<file path="config.mk">
export PLATFORM = sky130hd
export DESIGN_NAME = tea_iterative_engine
export DESIGN_NICKNAME = d
export VERILOG_FILES = /design/src/rtl/tea_pkg.sv /design/src/rtl/tea_decrypt_single_round.sv /design/src/rtl/tea_encrypt_single_round.sv /design/src/rtl/tea_iterative_engine.sv
export SDC_FILE = /design/constraint.sdc
export NUM_CORES = 2
export LEC_CHECK = 0
export CORE_ASPECT_RATIO = 1.5
export CORE_MARGIN = 2
export CORE_UTILIZATION = 35
export CTS_CLUSTER_SIZE = 14
export DETAILED_ROUTE_END_ITERATION = 10
export PLACE_DENSITY = 0.53
export SYNTH_ARGS = -nofsm -noshare
export SYNTH_HDL_FRONTEND = slang
export SYNTH_HIERARCHICAL = 1
export SYNTH_SLANG_ARGS = --single-unit
</file>
<file path="constraint.sdc">
create_clock -name clk -period 8.1 [get_ports clk]
set_input_delay 1.215 -clock clk [delete_from_list [all_inputs] [get_ports clk]]
set_output_delay 1.215 -clock clk [all_outputs]
set_load 0.1 [all_outputs]
</file>
<file path="src/rtl/tea_pkg.sv">
// Shared TEA constants, FSM state encoding and the round mixing function.
package tea_pkg;

  localparam logic [31:0] DELTA_C     = 32'h9E37_79B9;
  localparam logic [31:0] DEC_SUM32_C = 32'hC6EF_3720;
  localparam int unsigned CNT_W       = 6;

  typedef enum logic [1:0] {
    ST_IDLE = 2'd0,
    ST_RUN  = 2'd1,
    ST_DONE = 2'd2
  } state_e;

  // One Feistel half-round term: ((v<<4)+ka) ^ (v+sum) ^ ((v>>5)+kb)
  function automatic logic [31:0] tea_mix(input logic [31:0] v,
                                          input logic [31:0] sum,
                                          input logic [31:0] ka,
                                          input logic [31:0] kb);
    return ((v << 4) + ka) ^ (v + sum) ^ ((v >> 5) + kb);
  endfunction

  // delta * rounds mod 2^32, the starting sum of a decrypt pass
  function automatic logic [31:0] tea_sum_mult(input logic [31:0] delta,
                                               input int unsigned rounds);
    logic [63:0] prod;
    prod = 64'(delta) * 64'(rounds);
    return prod[31:0];
  endfunction

endpackage

</file>
<file path="src/rtl/tea_decrypt_single_round.sv">
// Combinational single TEA decrypt round: exact inverse of the encrypt round.
module tea_decrypt_single_round
  import tea_pkg::*;
(
  input  logic [127:0] key,
  input  logic [31:0]  inV0,
  input  logic [31:0]  inV1,
  input  logic [31:0]  sum,
  output logic [31:0]  outputV0,
  output logic [31:0]  outputV1
);

  logic [31:0] v1_new;

  always_comb begin
    v1_new   = inV1 - tea_mix(inV0, sum, key[95:64], key[127:96]);
    outputV1 = v1_new;
    outputV0 = inV0 - tea_mix(v1_new, sum, key[31:0], key[63:32]);
  end

endmodule

</file>
<file path="src/rtl/tea_encrypt_single_round.sv">
// Combinational single TEA encrypt round: V0 updated first, then V1 from the new V0.
module tea_encrypt_single_round
  import tea_pkg::*;
(
  input  logic [127:0] key,
  input  logic [31:0]  inV0,
  input  logic [31:0]  inV1,
  input  logic [31:0]  sum,
  output logic [31:0]  outputV0,
  output logic [31:0]  outputV1
);

  logic [31:0] v0_new;

  always_comb begin
    v0_new   = inV0 + tea_mix(inV1, sum, key[31:0], key[63:32]);
    outputV0 = v0_new;
    outputV1 = inV1 + tea_mix(v0_new, sum, key[95:64], key[127:96]);
  end

endmodule

</file>
<file path="src/rtl/tea_iterative_engine.sv">
// Iterative TEA engine: one encrypt and one decrypt round reused over ROUNDS cycles per block.
module tea_iterative_engine
  import tea_pkg::*;
#(
  parameter int unsigned ROUNDS = 32,
  parameter logic [31:0] DELTA  = 32'h9E37_79B9
) (
  input  logic         clk,
  input  logic         rst,
  input  logic         ena,
  input  logic         in_valid,
  output logic         in_ready,
  input  logic [63:0]  in_block,
  input  logic [127:0] in_key,
  input  logic         in_decrypt,
  output logic         out_valid,
  input  logic         out_ready,
  output logic [63:0]  out_block,
  output logic         busy
);

  localparam logic [CNT_W-1:0] LAST_CNT_C = CNT_W'(ROUNDS - 1);
  localparam logic [31:0] DEC_SUM_INIT_C =
    (ROUNDS == 32 && DELTA == DELTA_C) ? DEC_SUM32_C : tea_sum_mult(DELTA, ROUNDS);

  state_e             state_q, state_d;
  logic [31:0]        v0_q, v0_d, v1_q, v1_d;
  logic [31:0]        sum_q, sum_d;
  logic [CNT_W-1:0]   cnt_q, cnt_d;
  logic [127:0]       key_q, key_d;
  logic               dec_q, dec_d;

  logic [31:0]        enc_v0, enc_v1, dec_v0, dec_v1;

  tea_encrypt_single_round u_enc (
    .key      (key_q),
    .inV0     (v0_q),
    .inV1     (v1_q),
    .sum      (sum_q),
    .outputV0 (enc_v0),
    .outputV1 (enc_v1)
  );

  tea_decrypt_single_round u_dec (
    .key      (key_q),
    .inV0     (v0_q),
    .inV1     (v1_q),
    .sum      (sum_q),
    .outputV0 (dec_v0),
    .outputV1 (dec_v1)
  );

  always_comb begin
    state_d = state_q;
    v0_d    = v0_q;
    v1_d    = v1_q;
    sum_d   = sum_q;
    cnt_d   = cnt_q;
    key_d   = key_q;
    dec_d   = dec_q;
    case (state_q)
      ST_IDLE: begin
        if (in_valid) begin
          v0_d    = in_block[31:0];
          v1_d    = in_block[63:32];
          key_d   = in_key;
          dec_d   = in_decrypt;
          cnt_d   = '0;
          sum_d   = in_decrypt ? DEC_SUM_INIT_C : DELTA;
          state_d = ST_RUN;
        end
      end
      ST_RUN: begin
        if (ena) begin
          v0_d  = dec_q ? dec_v0 : enc_v0;
          v1_d  = dec_q ? dec_v1 : enc_v1;
          sum_d = dec_q ? (sum_q - DELTA) : (sum_q + DELTA);
          cnt_d = cnt_q + CNT_W'(1);
          if (cnt_q == LAST_CNT_C) begin
            state_d = ST_DONE;
          end
        end
      end
      ST_DONE: begin
        if (out_ready) begin
          state_d = ST_IDLE;
        end
      end
      default: state_d = ST_IDLE;
    endcase
  end

  always_ff @(posedge clk or negedge rst) begin
    if (!rst) begin
      state_q <= ST_IDLE;
      v0_q    <= '0;
      v1_q    <= '0;
      sum_q   <= '0;
      cnt_q   <= '0;
      key_q   <= '0;
      dec_q   <= 1'b0;
    end else begin
      state_q <= state_d;
      v0_q    <= v0_d;
      v1_q    <= v1_d;
      sum_q   <= sum_d;
      cnt_q   <= cnt_d;
      key_q   <= key_d;
      dec_q   <= dec_d;
    end
  end

  // The result bus is only meaningful in DONE; intermediate rounds stay hidden.
  assign in_ready  = (state_q == ST_IDLE);
  assign out_valid = (state_q == ST_DONE);
  assign busy      = (state_q != ST_IDLE);
  assign out_block = out_valid ? {v1_q, v0_q} : '0;

endmodule

</file>
**Word-level counts from Yosys, hierarchy flattened**

Cells that the tools add are included.

- Bits in registers: 233
- Output and inout bits: 67
- Word-level logic and storage cells: 69

- Multiplexer cells: 22
- Reduce and logical (&&, ||, !) cells: 6
- Equal/unequal tests: 7
- Bitwise gates (word level): 8
- Add/subtract/negate cells: 19

Operators with widths:

| cell | number |
|---|---|
| adder 32 bit | 10 |
| two-way mux 32 bit | 9 |
| bitwise XOR 32 bit | 8 |
| one-hot mux 32 bit (2 select lines) | 3 |
| adder 27 x 32 -> 32 bit | 4 |
| two-way mux 64 bit | 1 |
| subtractor 32 bit | 2 |
| adder 32 bit, second input constant | 1 |
| subtractor 32 bit, second input constant | 1 |
| two-way mux 31 bit | 1 |
| two-way mux 6 bit | 2 |
| one-hot mux 6 bit (2 select lines) | 1 |
| two-way mux 2 bit | 4 |
| adder 6 x 1 -> 6 bit, second input constant | 1 |
| equality test 6 x 5 -> 1 bit, second input constant | 1 |
| != test 2 bit, second input constant | 3 |
| one-hot mux 2 bit (3 select lines) | 1 |
| AND reduction 4 bit | 1 |
| nonzero test 2 bit | 2 |
| AND reduction 3 bit | 1 |
| equality test 2 x 1 -> 1 bit, second input constant | 1 |
| equality test 2 bit, second input constant | 1 |
| logical NOT 2 bit | 1 |
| != test 2 x 1 -> 1 bit, second input constant | 1 |
| AND reduction 2 bit | 1 |

**Logic depth before layout (Yosys ltp)**

- Depth in word-level cells: 11
- Mapped depth: 48
- Gate-level depth less buffers: 48

**Modules after synthesis**

The synthesis kept the hierarchy.

By module, submodules not included:

| module | cells an instance | area each (um2) | seq. area each (um2) | times used |
|---|---|---|---|---|
| tea_encrypt_single_round | 1597 | 12189.2 | 0.0 | 1 |
| tea_iterative_engine | 1388 | 11944.0 | 5830.6 | 1 |
| tea_decrypt_single_round | 1572 | 11935.2 | 0.0 | 1 |

**Worst setup path before layout**

Ideal clock, no wire load.

- Path kind: register to register
- Start: register sum_q[0]
- End: register v1_q[31]
- Data arrival time: 8.394 ns
- Path slack: -0.427 ns
- Cell stages (with the launch flop): 46
- Required time: 7.967 ns
- Path through: dfrtp_1 > ha_1 > fa_1 > a21oi_1 > o21bai_1 > a21o_1 > a21oi_1 > a21oi_1 > a311o_1 > a21o_1 > a21oi_1 > xnor2_1 > xnor2_1 > ha_1 > buf_2 > nand4_1 > a41o_1 > nand2_1 > [10 not listed] > a21o_1 > a21o_1 > a21oi_1 > xnor2_1 > ha_1 > nand4_1 > nor2_1 > o211ai_1 > and3_1 > o21a_1 > o21ai_0 > a31oi_1 > xnor3_1 > xnor2_1 > mux2i_1 > nor2_1 > a21oi_1 > o21ai_0

- Longest elaborated chain between the ends: 11

Ends and longest elaborated chain:

| element | line | text |
|---|---|---|
| from (decl) | tea_iterative_engine.sv:28 | `logic [31:0] sum_q, sum_d;` |
| from (signal assigned) | tea_iterative_engine.sv:106 | `sum_q <= sum_d;` |
| adder 32 bit * | tea_pkg.sv:19 | `return ((v << 4) + ka) ^ (v + sum) ^ ((v >> 5) + kb);` |
| bitwise XOR 32 bit * (2 in a row) | tea_pkg.sv:19 |  |
| adder 32 bit * | tea_encrypt_single_round.sv:16 | `v0_new = inV0 + tea_mix(inV1, sum, key[31:0], key[63:32]);` |
| net enc_v0[19] | tea_iterative_engine.sv:33 | `logic [31:0] enc_v0, enc_v1, dec_v0, dec_v1;` |
| adder 32 bit | tea_pkg.sv:19 |  |
| bitwise XOR 32 bit | tea_pkg.sv:19 |  |
| bitwise XOR 32 bit * | tea_pkg.sv:19 |  |
| adder 32 bit * | tea_encrypt_single_round.sv:18 | `outputV1 = inV1 + tea_mix(v0_new, sum, key[95:64], key[127:96]);` |
| net enc_v1[31] | tea_iterative_engine.sv:33 |  |
| two-way mux 32 bit * | tea_iterative_engine.sv:76 | `v1_d = dec_q ? dec_v1 : enc_v1;` |
| two-way mux 32 bit * | tea_iterative_engine.sv:74 | `if (ena) begin` |
| one-hot mux 32 bit (2 select lines) * | tea_iterative_engine.sv:61 | `case (state_q)` |
| to (signal assigned) | tea_iterative_engine.sv:105 | `v1_q <= v1_d;` |
| to (decl) | tea_iterative_engine.sv:27 | `logic [31:0] v0_q, v0_d, v1_q, v1_d;` |

Mark *: on every way through the listed nets, which the timed path passes. The rest lies on a longest branch. The select of a mux whose other input is x is not followed.
A chain may end at the register's enable or synchronous reset.

**Worst setup path after layout**

- Start: register sum_q[1]
- End: register v1_q[31]

The elaborated chain is that of the path after synthesis.

==> impl_metrics.env <==
export IMPL_outcome="complete, but fails checks"
export IMPL_violations="setup timing"
export IMPL_critical_path_arrival_ns=9.13
export IMPL_numCtsBuffers=34
export IMPL_finish_utilization_pct=53.26
export IMPL_clock_fmax_ghz=0.1150
export IMPL_stdcell_area_um2=54600
export IMPL_min_path_type="reg -> reg"
export IMPL_hold_start="state_q[1]"
export IMPL_layout_common_cells="buf_4, nand2_1, xnor2_1"
export IMPL_setup_viol=19
export IMPL_gp_congestion=0.9897
export IMPL_drt_pass1_iterations=5
export IMPL_grt_pass1_wl_um=253800
export IMPL_rsz0062_at_grt="yes"
export IMPL_ys_seq_area_share_pct=16.17
export IMPL_grt_total_usage_pct=32.64
export IMPL_synthArstFlopShare_pct=100.0
export IMPL_wl_um=177400
export IMPL_wl_per_cell_um=23.47
export IMPL_gr_total_overflow=0
export IMPL_avgSynthCellArea_um2=7.915
export IMPL_hold_viol_final=0
export IMPL_drive_gt1_share_pct=31.22
export IMPL_cp_max_fo=4
export IMPL_grt_max_degree=129
export IMPL_r2r_end="v1_q[31]"
export IMPL_io_pins=265
export IMPL_fin_tns_setup_ns=-5.372
export IMPL_placed_cell_area_um2=50550
export IMPL_synth_edf_count=0
export IMPL_clock_latency_ns=0.59
export IMPL_finalCriticalPeriod_ns=8.695
export IMPL_r2r_setup_slack_ns=-0.60
export IMPL_dp_hpwl_um=147500
export IMPL_rows=144
export IMPL_area_delta_synth_final_pct=51.38
export IMPL_synth_fp_nets=5290
export IMPL_fp_dieW_um=266.1
export IMPL_cts_tree="yes"
export IMPL_drtIter0Drc=2469
export IMPL_dieArea_um2=105700
export IMPL_slew_violations=0
export IMPL_cts_path_max_buffers=3
export IMPL_ant_nets=0
export IMPL_critPathSlowestCell="dfrtp_2"
export IMPL_criticalPathCategory="reg -> reg"
export IMPL_synthFlopType="dfrtp_1"
export IMPL_grt_pass1_vias=39880
export IMPL_viasPerCell=5.319
export IMPL_crit_top_cell="a21o_1"
export IMPL_relSlewSlack_pct=31.38
export IMPL_r2r_cells=48
export IMPL_slowest_delay_ns=0.46
export IMPL_initial_core_util_pct=35.18
export IMPL_ys_warn_count=6
export IMPL_die_h_um=397.2
export IMPL_clkTransAtPathRegs_ns=0.06
export IMPL_setup_slack_ns=-0.5952
export IMPL_antenna_found_initial=5
export IMPL_finalCritPeriodShare_pct=107.3
export IMPL_netlist_instances=4557
export IMPL_drv_cap=0
export IMPL_root_buffer="clkbuf_16"
export IMPL_htreeDepth=2
export IMPL_drcViolationCount=0
export IMPL_worst_setup_path_end_kind="register"
export IMPL_synth_distinct_cells=110
export IMPL_whs_path_depth=1
export IMPL_vias=40210
export IMPL_synth_cell_area_um2=36070
export IMPL_fin_skew_ns=0.02561
export IMPL_final_common_cell="buf_4"
export IMPL_r2r_start="sum_q[1]"
export IMPL_clock_sinks=233
export IMPL_port_buffers=264
export IMPL_cp_start_kind="register"
export IMPL_core_area_um2=102500
export IMPL_ys_ff_latch=233
export IMPL_hold_end="state_q[0]"
export IMPL_worst_slew_pin_slew_ns=1.026
export IMPL_critPathRequiredTime_ns=8.54
export IMPL_nets=6951
[cell usage after synthesis (53+ instances only)]
cell	number	area share, %
dfrtp_1	233	16
nand2_1	636	6.6
and2_1	82	1.4
a21o_1	253	5.3
o21bai_1	56	1.2
nor2_1	272	2.8
ha_1	518	18
nand2b_1	53	0.92
o21a_1	58	1.2
clkbuf_1	85	0.88
nand3_1	65	0.90
o21ai_0	252	3.5
mux2i_1	66	1.8
xnor2_1	577	14
xor2_1	138	3.4
inv_1	125	1.3
nor2b_1	55	0.95
a21oi_1	442	6.1
[how the worst max path moves through the flow]
| stage | startpoint | endpoint | depth (start not counted) | slack (ns) |
|---|---|---|---|---|
| finish | sum_q[1] | v1_q[31] | 48 | -0.60 |
| global route | sum_q[0] | v1_q[31] | 47 | -1.01 |
| CTS | sum_q[0] | v1_q[31] | 47 | -0.44 |
| detailed placement | v1_q[0] | v1_q[31] | 49 | -1.13 |
| global placement | sum_q[0] | v1_q[31] | 47 | -0.94 |
| floorplan | sum_q[0] | v1_q[31] | 45 | 0.04 |
[sequential cells by signal (all words and copies together), names as in the netlist]
| signal | flops |
|---|---|
| key_q | 128 |
| sum_q | 32 |
| v0_q | 32 |
| v1_q | 32 |
| cnt_q | 6 |
| state_q | 2 |
| dec_q | 1 |
[layout make-up]
cell class,count,area (µm²)
diodes,6,15.01
clock buffers,43,965.9
clock inverters,15,111.4
fillers,9928,47920
inverters,125,469.2
multi-input cells,4100,31800
flip-flops and latches,233,5844
well taps,1314,1644
repair buffers,1724,13750
[per-stage QoR]
step                setup slack [ns]  instances  hold slack, ns
floorplan                    0.03965       4557          0.4511
global placement             -0.9365       7433          0.5027
detailed placement            -1.135       7433          0.5199
CTS                          -0.4431       7532          0.5283
global route                  -1.010       7554          0.5658
finish                       -0.5952       7560          0.5230
[critical path, delay by kind of cell, from the launching register on]
family	cells	cell delay [ns]
muxes	1	0.12
adders and majority gates	4	1.10
xor gates and xnor gates	6	0.80
buffers and inverters	6	0.93
AOI/OAI and AO/OA	23	3.75
DFF	1	0.46
and+or+nand+nor	8	1.36
[metal layers]
layer / up-vias / track usage [%] / routed length (µm)
li1: 19720 / - / -
met1: 19000 / 34.84 / 66310
met2: 1091 / 58.84 / 87460
met3: 402 / 2.129 / 5683
met4: 0 / 27.13 / 17950
met5: - / 0 / 0
[what timing repair did]
item / 4_1_cts / 5_1_grt
pin swaps: 189 / 145
setup endpoints to repair: 35 / 37
buffers inserted: 45 / 25
hold buffers: 0 / 0
resized for setup: 308 / 202
[kinds of logic after synthesis]
group,count (synthesis),synth area share [%]
AOI/OAI and AO/OA,1409,25.31
and+or+nand+nor,1363,17.27
xor gates and xnor gates,726,18.03
adders and majority gates,535,18.91
DFF,233,16.17
buffers and inverters,224,2.449
muxes,67,1.863
Power is not shown: default switching activity piles up to over one toggle a cycle in this logic, so the estimate is an artifact.
